$ cat src/rtl/cpu0_pkg.sv
// cpu0_pkg: size codes, console address, state enums and byte filter shared by cpu0 console output
package cpu0_pkg;
  localparam logic [1:0] BYTE  = 2'b00;
  localparam logic [1:0] INT16 = 2'b01;
  localparam logic [1:0] INT24 = 2'b10;
  localparam logic [1:0] INT32 = 2'b11;
  localparam logic [31:0] IOADDR_DEF = 32'h0008_0000;
  typedef enum logic {U_IDLE, U_PUSH} ustate_t;
  typedef enum logic [1:0] {T_IDLE, T_START, T_DATA, T_STOP} tstate_t;
  // Bit k set means byte k of the store is sent; a zero byte0 silences every multi-byte store
  function automatic logic [3:0] emit_mask(input logic [1:0] size, input logic [31:0] data);
    logic [3:0] m;
    m = 4'b0001;
    for (int k = 1; k < 4; k++) m[k] = (int'(size) >= k) && (data[8*k +: 8] != 8'h00);
    return (size != BYTE && data[7:0] == 8'h00) ? 4'b0000 : m;
  endfunction
endpackage

$ cat src/rtl/cpu0_byte_fifo.sv
// cpu0_byte_fifo: synchronous first-word-fall-through byte FIFO
// ports: clock, reset (sync, active-high); push/din write; pop/dout read (dout valid while !empty);
//        full, empty, count status. A push while full is dropped unless a pop happens in the same clock.
module cpu0_byte_fifo #(
  parameter int DEPTH = 16
) (
  input  logic                     clock,
  input  logic                     reset,
  input  logic                     push,
  input  logic [7:0]               din,
  input  logic                     pop,
  output logic [7:0]               dout,
  output logic                     full,
  output logic                     empty,
  output logic [$clog2(DEPTH):0]   count
);
  localparam int AW = $clog2(DEPTH);
  logic [7:0] mem [DEPTH];
  logic [AW-1:0] wr, rd;
  logic do_push, do_pop;
  assign do_pop = pop & ~empty;
  assign do_push = push & (~full | do_pop);
  assign full = count == (AW+1)'(DEPTH);
  assign empty = count == '0;
  assign dout = mem[rd];
  always_ff @(posedge clock) begin
    if (reset) begin
      wr <= '0;
      rd <= '0;
      count <= '0;
    end else begin
      if (do_push) begin
        mem[wr] <= din;
        wr <= wr + 1'b1;
      end
      if (do_pop) rd <= rd + 1'b1;
      count <= count + (AW+1)'(do_push) - (AW+1)'(do_pop);
    end
  end
endmodule

$ cat src/rtl/cpu0_uart_out.sv
// cpu0_uart_out: snoops cpu0 stores to the console port and sends the bytes as 8N1 serial frames
// ports: clock, reset (sync, active-high); m_en/m_rw/m_size/mar/mdr core bus (snooped only);
//        tx serial line, tx_busy frame in progress, fifo_count bytes queued,
//        overflow sticky lost-data flag, clr_ovf clears it (a new loss in the same clock wins).
module cpu0_uart_out
  import cpu0_pkg::*;
#(
  parameter logic [31:0] IOADDR = IOADDR_DEF,
  parameter int FIFO_DEPTH = 16,
  parameter int CLKS_PER_BIT = 434
) (
  input  logic                          clock,
  input  logic                          reset,
  input  logic                          m_en,
  input  logic                          m_rw,
  input  logic [1:0]                    m_size,
  input  logic [31:0]                   mar,
  input  logic [31:0]                   mdr,
  output logic                          tx,
  output logic                          tx_busy,
  output logic [$clog2(FIFO_DEPTH):0]   fifo_count,
  output logic                          overflow,
  input  logic                          clr_ovf
);
  localparam int CW = $clog2(CLKS_PER_BIT);
  logic hit, hit_q, accept;
  ustate_t ust;
  logic [31:0] hold;
  logic [3:0] mask;
  logic push, pop, full, empty;
  logic [7:0] dout;
  tstate_t tst;
  logic [CW-1:0] cnt;
  logic [2:0] bit_idx;
  logic [7:0] sh;
  logic last;
  // The core holds m_en across several clocks per store; only the rising edge of hit counts
  assign hit = m_en & ~m_rw & (mar == IOADDR);
  assign accept = hit & ~hit_q;
  // hold and mask shift together so the current candidate byte is always hold[7:0]
  assign push = (ust == U_PUSH) & mask[0];
  assign pop = (tst == T_IDLE) & ~empty;
  assign last = cnt == CW'(CLKS_PER_BIT - 1);
  assign tx_busy = tst != T_IDLE;
  cpu0_byte_fifo #(.DEPTH(FIFO_DEPTH)) u_fifo (
    .clock (clock),
    .reset (reset),
    .push  (push),
    .din   (hold[7:0]),
    .pop   (pop),
    .dout  (dout),
    .full  (full),
    .empty (empty),
    .count (fifo_count)
  );
  always_ff @(posedge clock) begin
    if (reset) begin
      hit_q <= 1'b0;
      ust <= U_IDLE;
      hold <= '0;
      mask <= '0;
      overflow <= 1'b0;
    end else begin
      hit_q <= hit;
      overflow <= (accept & (ust != U_IDLE)) | (push & full & ~pop) | (overflow & ~clr_ovf);
      if (ust == U_IDLE) begin
        if (accept) begin
          hold <= mdr;
          mask <= emit_mask(m_size, mdr);
          ust <= U_PUSH;
        end
      end else begin
        hold <= hold >> 8;
        mask <= mask >> 1;
        if (mask[3:1] == 3'b000) ust <= U_IDLE;
      end
    end
  end
  always_ff @(posedge clock) begin
    if (reset) begin
      tst <= T_IDLE;
      cnt <= '0;
      bit_idx <= '0;
      sh <= '0;
      tx <= 1'b1;
    end else begin
      cnt <= (tst == T_IDLE || last) ? '0 : cnt + 1'b1;
      case (tst)
        T_IDLE: if (!empty) begin
          sh <= dout;
          tst <= T_START;
          tx <= 1'b0;
        end
        T_START: if (last) begin
          tst <= T_DATA;
          bit_idx <= '0;
          tx <= sh[0];
        end
        T_DATA: if (last) begin
          if (bit_idx == 3'd7) begin
            tst <= T_STOP;
            tx <= 1'b1;
          end else begin
            bit_idx <= bit_idx + 1'b1;
            sh <= sh >> 1;
            tx <= sh[1];
          end
        end
        T_STOP: if (last) tst <= T_IDLE;
        default: tst <= T_IDLE;
      endcase
    end
  end
endmodule

$ cat config.mk
export PLATFORM = sky130hd
export DESIGN_NAME = cpu0_uart_out
export DESIGN_NICKNAME = d
export VERILOG_FILES = /design/src/rtl/cpu0_pkg.sv /design/src/rtl/cpu0_byte_fifo.sv /design/src/rtl/cpu0_uart_out.sv
export SDC_FILE = /design/constraint.sdc
export NUM_CORES = 1
export LEC_CHECK = 0
export CORE_MARGIN = 3
export CORE_UTILIZATION = 55
export DETAILED_ROUTE_END_ITERATION = 10
export DONT_BUFFER_PORTS = 1
export GPL_TIMING_DRIVEN = 0
export PLACE_DENSITY = 0.68
export SYNTH_ARGS = -nofsm -noshare
export SYNTH_HDL_FRONTEND = slang
export SYNTH_HIERARCHICAL = 1
export SYNTH_SLANG_ARGS = --single-unit
$ cat constraint.sdc
create_clock -name clock -period 3.78 [get_ports clock]
set_clock_uncertainty 0.1 [all_clocks]
set_input_delay 0.756 -clock clock [delete_from_list [all_inputs] [get_ports clock]]
set_output_delay 0.756 -clock clock [all_outputs]
set_load 0.05 [all_outputs]
[Word-level counts from Yosys, hierarchy flattened]
Memories as Yosys holds them, arrays and structs flattened. A register that Yosys moved wholly into a read port is not among the register bits.
Cells that the tools add are included.
Storage, ports and cells
  flip-flop bits (word level): 75
  RAM bits: 128
  bits of input ports: 71
  output and inout port bits: 8
  word-level logic and storage cells: 114
  memories: 1
Operators by class
  add/sub/neg operators: 6
  $lt $le $gt $ge: 3
  equal/unequal tests: 13
  mux-type cells: 32
  bitwise operators: 20
  reduce and logical (&&, ||, !) cells: 24
Memory list
  u_fifo.mem: depth 16, width 8, rd ports 1, clocked after Yosys merged registers in 1, write ports 1, line cpu0_byte_fifo.sv:18  | logic [7:0] mem [DEPTH];
Operator list (count)
  24-bit two-way mux: 2
  32-bit by 20-bit equality test with 1-bit output, second input constant: 1
  8-bit two-way mux: 3
  8-bit nonzero test: 3
  8-bit case mux with 2 select lines: 1
  3-bit two-way mux: 5
  4-bit two-way mux: 3
  2-bit != test, second input constant: 6
  4-bit AND reduction: 3
  1-bit bitwise AND: 11
  1-bit two-way mux: 10
  2-bit two-way mux: 5
  2-bit nonzero test: 5
  9-bit by 1-bit adder with 9-bit output, second input constant: 1
  9-bit equality test, second input constant: 1
  4-bit by 1-bit adder with 4-bit output, second input constant: 2
  8-bit zero test: 1
  2-bit case mux with 4 select lines: 1
  1-bit inverter: 6
  3-bit case mux with 2 select lines: 1
  5-bit by 1-bit adder with 5-bit output: 1
  5-bit equality test, second input constant: 1
  5-bit zero test: 1
  5-bit AND reduction: 1
  15 further kinds: 23

[Depth between registers and ports, before layout]
  depth in word-level cells: 9
  depth in mapped cells: 16
  depth with buffers taken out: 15

[Cells and area by module]
Netlist, hierarchy kept.
Modules (own cells, without submodules)
  cpu0_byte_fifo: instances 1, cells each 308, area an instance 5790.6 µm², seq. area each 4184.0 µm²
  cpu0_uart_out: instances 1, cells each 376, area an instance 3146.8 µm², seq. area each 1241.2 µm²

[Least setup slack after synthesis]
Ideal clock, no wire load.
  path kind: register to register
  start: register u_fifo.count[2]
  end: register u_fifo.count[4]
  setup time: 0.070 ns
  arrival time: 3.342 ns
  data required time: 3.610 ns
  path slack: 0.269 ns
  cell stages (with the launch flop): 16
  buffers on the path: 1
  clock period less this slack: 3.511 ns
  cells stage by stage: dfxtp_1 -> inv_1 -> ha_1 -> or4b_1 -> inv_1 -> nor2_1 -> clkbuf_1 -> o21ai_1 -> ha_1 -> inv_1 -> ha_1 -> fa_1 -> a21oi_1 -> nor2_1 -> or3_1 -> a21oi_1
Between the ends
  longest elaborated chain between the ends: 8
  elaborated cells on any way between the ends: 10
  classes of those cells: 2 x add/sub; 1 x eq/ne; 6 x bitwise; 1 x reduce/logical
Ends and longest elaborated chain
  start: declaration: line cpu0_byte_fifo.sv:15  | output logic [$clog2(DEPTH):0] count
  start signal: assignment: line cpu0_byte_fifo.sv:37  | count <= count + (AW+1)'(do_push) - (AW+1)'(do_pop);
  5-bit zero test *: line cpu0_byte_fifo.sv:24  | assign empty = count == '0;
  via empty: line cpu0_uart_out.sv:30  | logic push, pop, full, empty;
  1-bit inverter *: line cpu0_uart_out.sv:42  | assign pop = (tst == T_IDLE) & ~empty;
  1-bit bitwise AND *: line cpu0_uart_out.sv:42
  via pop: line cpu0_uart_out.sv:30
  1-bit bitwise AND *: line cpu0_byte_fifo.sv:21  | assign do_pop = pop & ~empty;
  1-bit OR: line cpu0_byte_fifo.sv:22  | assign do_push = push & (~full | do_pop);
  1-bit bitwise AND: line cpu0_byte_fifo.sv:22
  5-bit by 1-bit adder with 5-bit output: line cpu0_byte_fifo.sv:37
  5-bit by 1-bit subtractor with 5-bit output *: line cpu0_byte_fifo.sv:37
Mark *: on every way through the listed nets, which the timed path passes. The rest lies on a longest branch.
A chain may end at the register's enable or synchronous reset.

[Worst setup path in the final report]
  start: register tst[0]
  end: register u_fifo.count[4]
Between the ends
  longest elaborated chain between the ends: 7
Ends and longest elaborated chain
  start: declaration: line cpu0_uart_out.sv:32  | tstate_t tst;
  start signal: assignment: line cpu0_uart_out.sv:81  | tst <= T_IDLE;
  start signal: assignment: line cpu0_uart_out.sv:91  | tst <= T_START;
  start signal: assignment: line cpu0_uart_out.sv:95  | tst <= T_DATA;
  2-bit zero test *: line cpu0_uart_out.sv:42
  1-bit bitwise AND *: line cpu0_uart_out.sv:42
  via pop: line cpu0_uart_out.sv:30
  1-bit bitwise AND *: line cpu0_byte_fifo.sv:21
  1-bit OR: line cpu0_byte_fifo.sv:22
  1-bit bitwise AND: line cpu0_byte_fifo.sv:22
  5-bit by 1-bit adder with 5-bit output: line cpu0_byte_fifo.sv:37
  5-bit by 1-bit subtractor with 5-bit output *: line cpu0_byte_fifo.sv:37
Marked as above.

==> flow_summary.ini <==
[sta]
rsz0062_at_grt = no
period_minus_slack_ns = 3.55
period_share = 0.940
setup_viol = 0
max_freq_ghz = 0.281
hold_viol = 0
report.final.slew_viol_count = 0
setup_ws_ns = 0.226
tightest_slew_ns = 0.831
relSlewSlack = 0.444

[critical_path]
timing.rr.start = tst[0]$_SDFFE_PP0P_
cp-startpoint = tst[0]$_SDFFE_PP0P_
r2r-end = u_fifo/count[4]$_SDFF_PP0_
worstPathArrival_ns = 3.87
start_kind = register
reg2reg_depth = 14
crit_path_max_fanout = 7
endpoint_kind = register
criticalPathCategory = reg2reg
rrSetupSlack_ns = 0.23
crit_required_ns = 4.10

[power_and_ir_drop]
peakVddDrop_mv = 0.350
leakage_nw = 3.37
power.density_nw_per_um2 = 588

[die]
die_h_um = 133
ios = 79
dieArea_um2 = 17800
fp.coreArea_um2 = 15500
start_util = 0.575
rows = 45
die_w_um = 133

[finish]
utilization = 0.642
multi_input_area_um2 = 3130
diodes = 0
fillers = 1172
drive_gt1_frac = 0.127
area_growth_pct = 11.6
regArea_um2 = 5430
nNetsFinal = 799

[clock_network]
post_cts_buffers = 0
cts_tree = done
clk_latency_ns = 0.50
clock-sinks = 207
cts.htree.levels = 1
clk_pin_slew_ns = 0.06
hold_buffers = 0
root_buffer = clkbuf_16
cts_resized = 3
numCtsBuffers = 22
clock_path_buffers = 3

[placement]
pre_cts_ws_ns = -0.206
port_buffers = 0
dp_hpwl_um = 13100
gp_congestion = 0.821

[grt]
grt_pass1_vias = 5635
grt_max_degree = 18
grt_pass1_wl_um = 30100
grt-ovfl-total = 0
grtUsageTotal = 0.213
antenna_found_initial = 0

[synth]
syn_nets = 775
synth_edf_count = 128
synth_top_area_share = 0.430
synth.area.top_cells = edfxtp_1 43%, dfxtp_1 18%, mux4_2 4.5%
async_flop_share = 0
yosysMostFrequentCell = edfxtp_1
synth_top_flop_cell = edfxtp_1
ys_ff_latch = 207
synth_top_area_cell = edfxtp_1
syn-instance-count = 684
yosys_warnings = 6
synth_common_cells = 128 x edfxtp_1, 88 x nor2_1, 79 x dfxtp_1
seq_area_frac_synth = 0.607
synthesis.area_um2 = 8940
syn_area_per_cell_um2 = 13.1
yosysUniqueCellTypes = 57

[hold_path]
whs_path_depth = 1
holdPathEnd = u_fifo/count[0]$_SDFF_PP0_
hp-start = reset
holdCritPathClass = in2reg

[detailed_routing]
firstDrtPassIters = 5
dr_total_vias = 5573
viasPerCell = 5.97
drt_iter0_markers = 388
wire_per_inst_um = 20.1
ant_nets = 0
wl_um = 18700
post-route-drc-count = 0

[run_status]
status = complete, no violations

[run]
maxCapViolCount = 0
metrics by stage:
step	setup TNS [ns]	std cells	instance area [um^2]	power [mW]	hold slack (ns)
6_report	0	933	9970	5.87	0.233
5_1_grt	0	933	9970	6.11	0.217
4_1_cts	0	933	9950	5.88	0.221
3_5_place_dp	-0.710	895	9200	3.69	0.376
3_3_place_gp	-0.130	895	9200	3.65	0.353
2_1_floorplan	0	684	8940	3.46	0.341
where the power goes:
group / switching, mW / internal (mW)
clock: 0.836 / 1.36
combinational: 0.608 / 0.479
sequential: 0.147 / 2.44
worst max-delay path by stage:
stage                     depth (start not counted)                          to
final                                            14  u_fifo/count[4]$_SDFF_PP0_
after global routing                             14  u_fifo/count[4]$_SDFF_PP0_
after CTS                                        15  u_fifo/count[4]$_SDFF_PP0_
after detailed placement                         15  u_fifo/count[4]$_SDFF_PP0_
after global placement                           15  u_fifo/count[4]$_SDFF_PP0_
after floorplan                                  15  u_fifo/count[4]$_SDFF_PP0_
sequential cells by signal, indices dropped and copies added, names as in the netlist, 2 cells and up, named ones only:
signal        flops
u_fifo/mem      128
tst               2
u_fifo/count      5
cnt               9
hold             32
u_fifo/rd         4
u_fifo/wr         4
bit_idx           3
sh                8
mask              4
kinds of logic after synthesis:
logic type / share of synthesized area
fa+ha+maj: 0.0288
simple gates: 0.106
buf+inv: 0.0438
mux: 0.117
xor+xnor: 0.0147
compound gates: 0.0825
flops: 0.607
metal layers:
metal	share of wire	track usage	vias up
met5	0	0	-
met2	0.49	0.361	161
met4	0.019	0.0446	0
met3	0.061	0.0321	24
met1	0.43	0.297	2807
li1	-	-	2581
area by class of cell:
type | count | area share
sequential | 207 | 0.545
multi-input combinational | 396 | 0.314
clock buffer | 26 | 0.0577
tap | 211 | 0.0265
buffer | 38 | 0.0235
clock inverter | 12 | 0.0173
inverter | 43 | 0.0166
worst max-delay path, cell delays in order, from the launching register on:
cell and delay [ns]:
dfxtp_1 0.34, inv_1 0.09, ha_1 0.32, clkinvlp_4 0.38, nor2_2 0.30, clkbuf_4 0.23, o21ai_2 0.11, ha_1 0.29
inv_1 0.04, ha_1 0.20, fa_1 0.42, a21oi_1 0.14, nor2_1 0.06, or3_1 0.34, a21oi_1 0.14
cell usage in the layout (no fill, tap or decap), drive strengths merged, types with 18 or more instances in the layout:
cell type and instances:
dfxtp 79, ha 19, inv 42, mux4 32, a21oi 36, nand2 55, mux2i 18, clkbuf 44
edfxtp 128, o311a 26, nor2 88
Note: power is estimated with default switching activity, not from simulation.
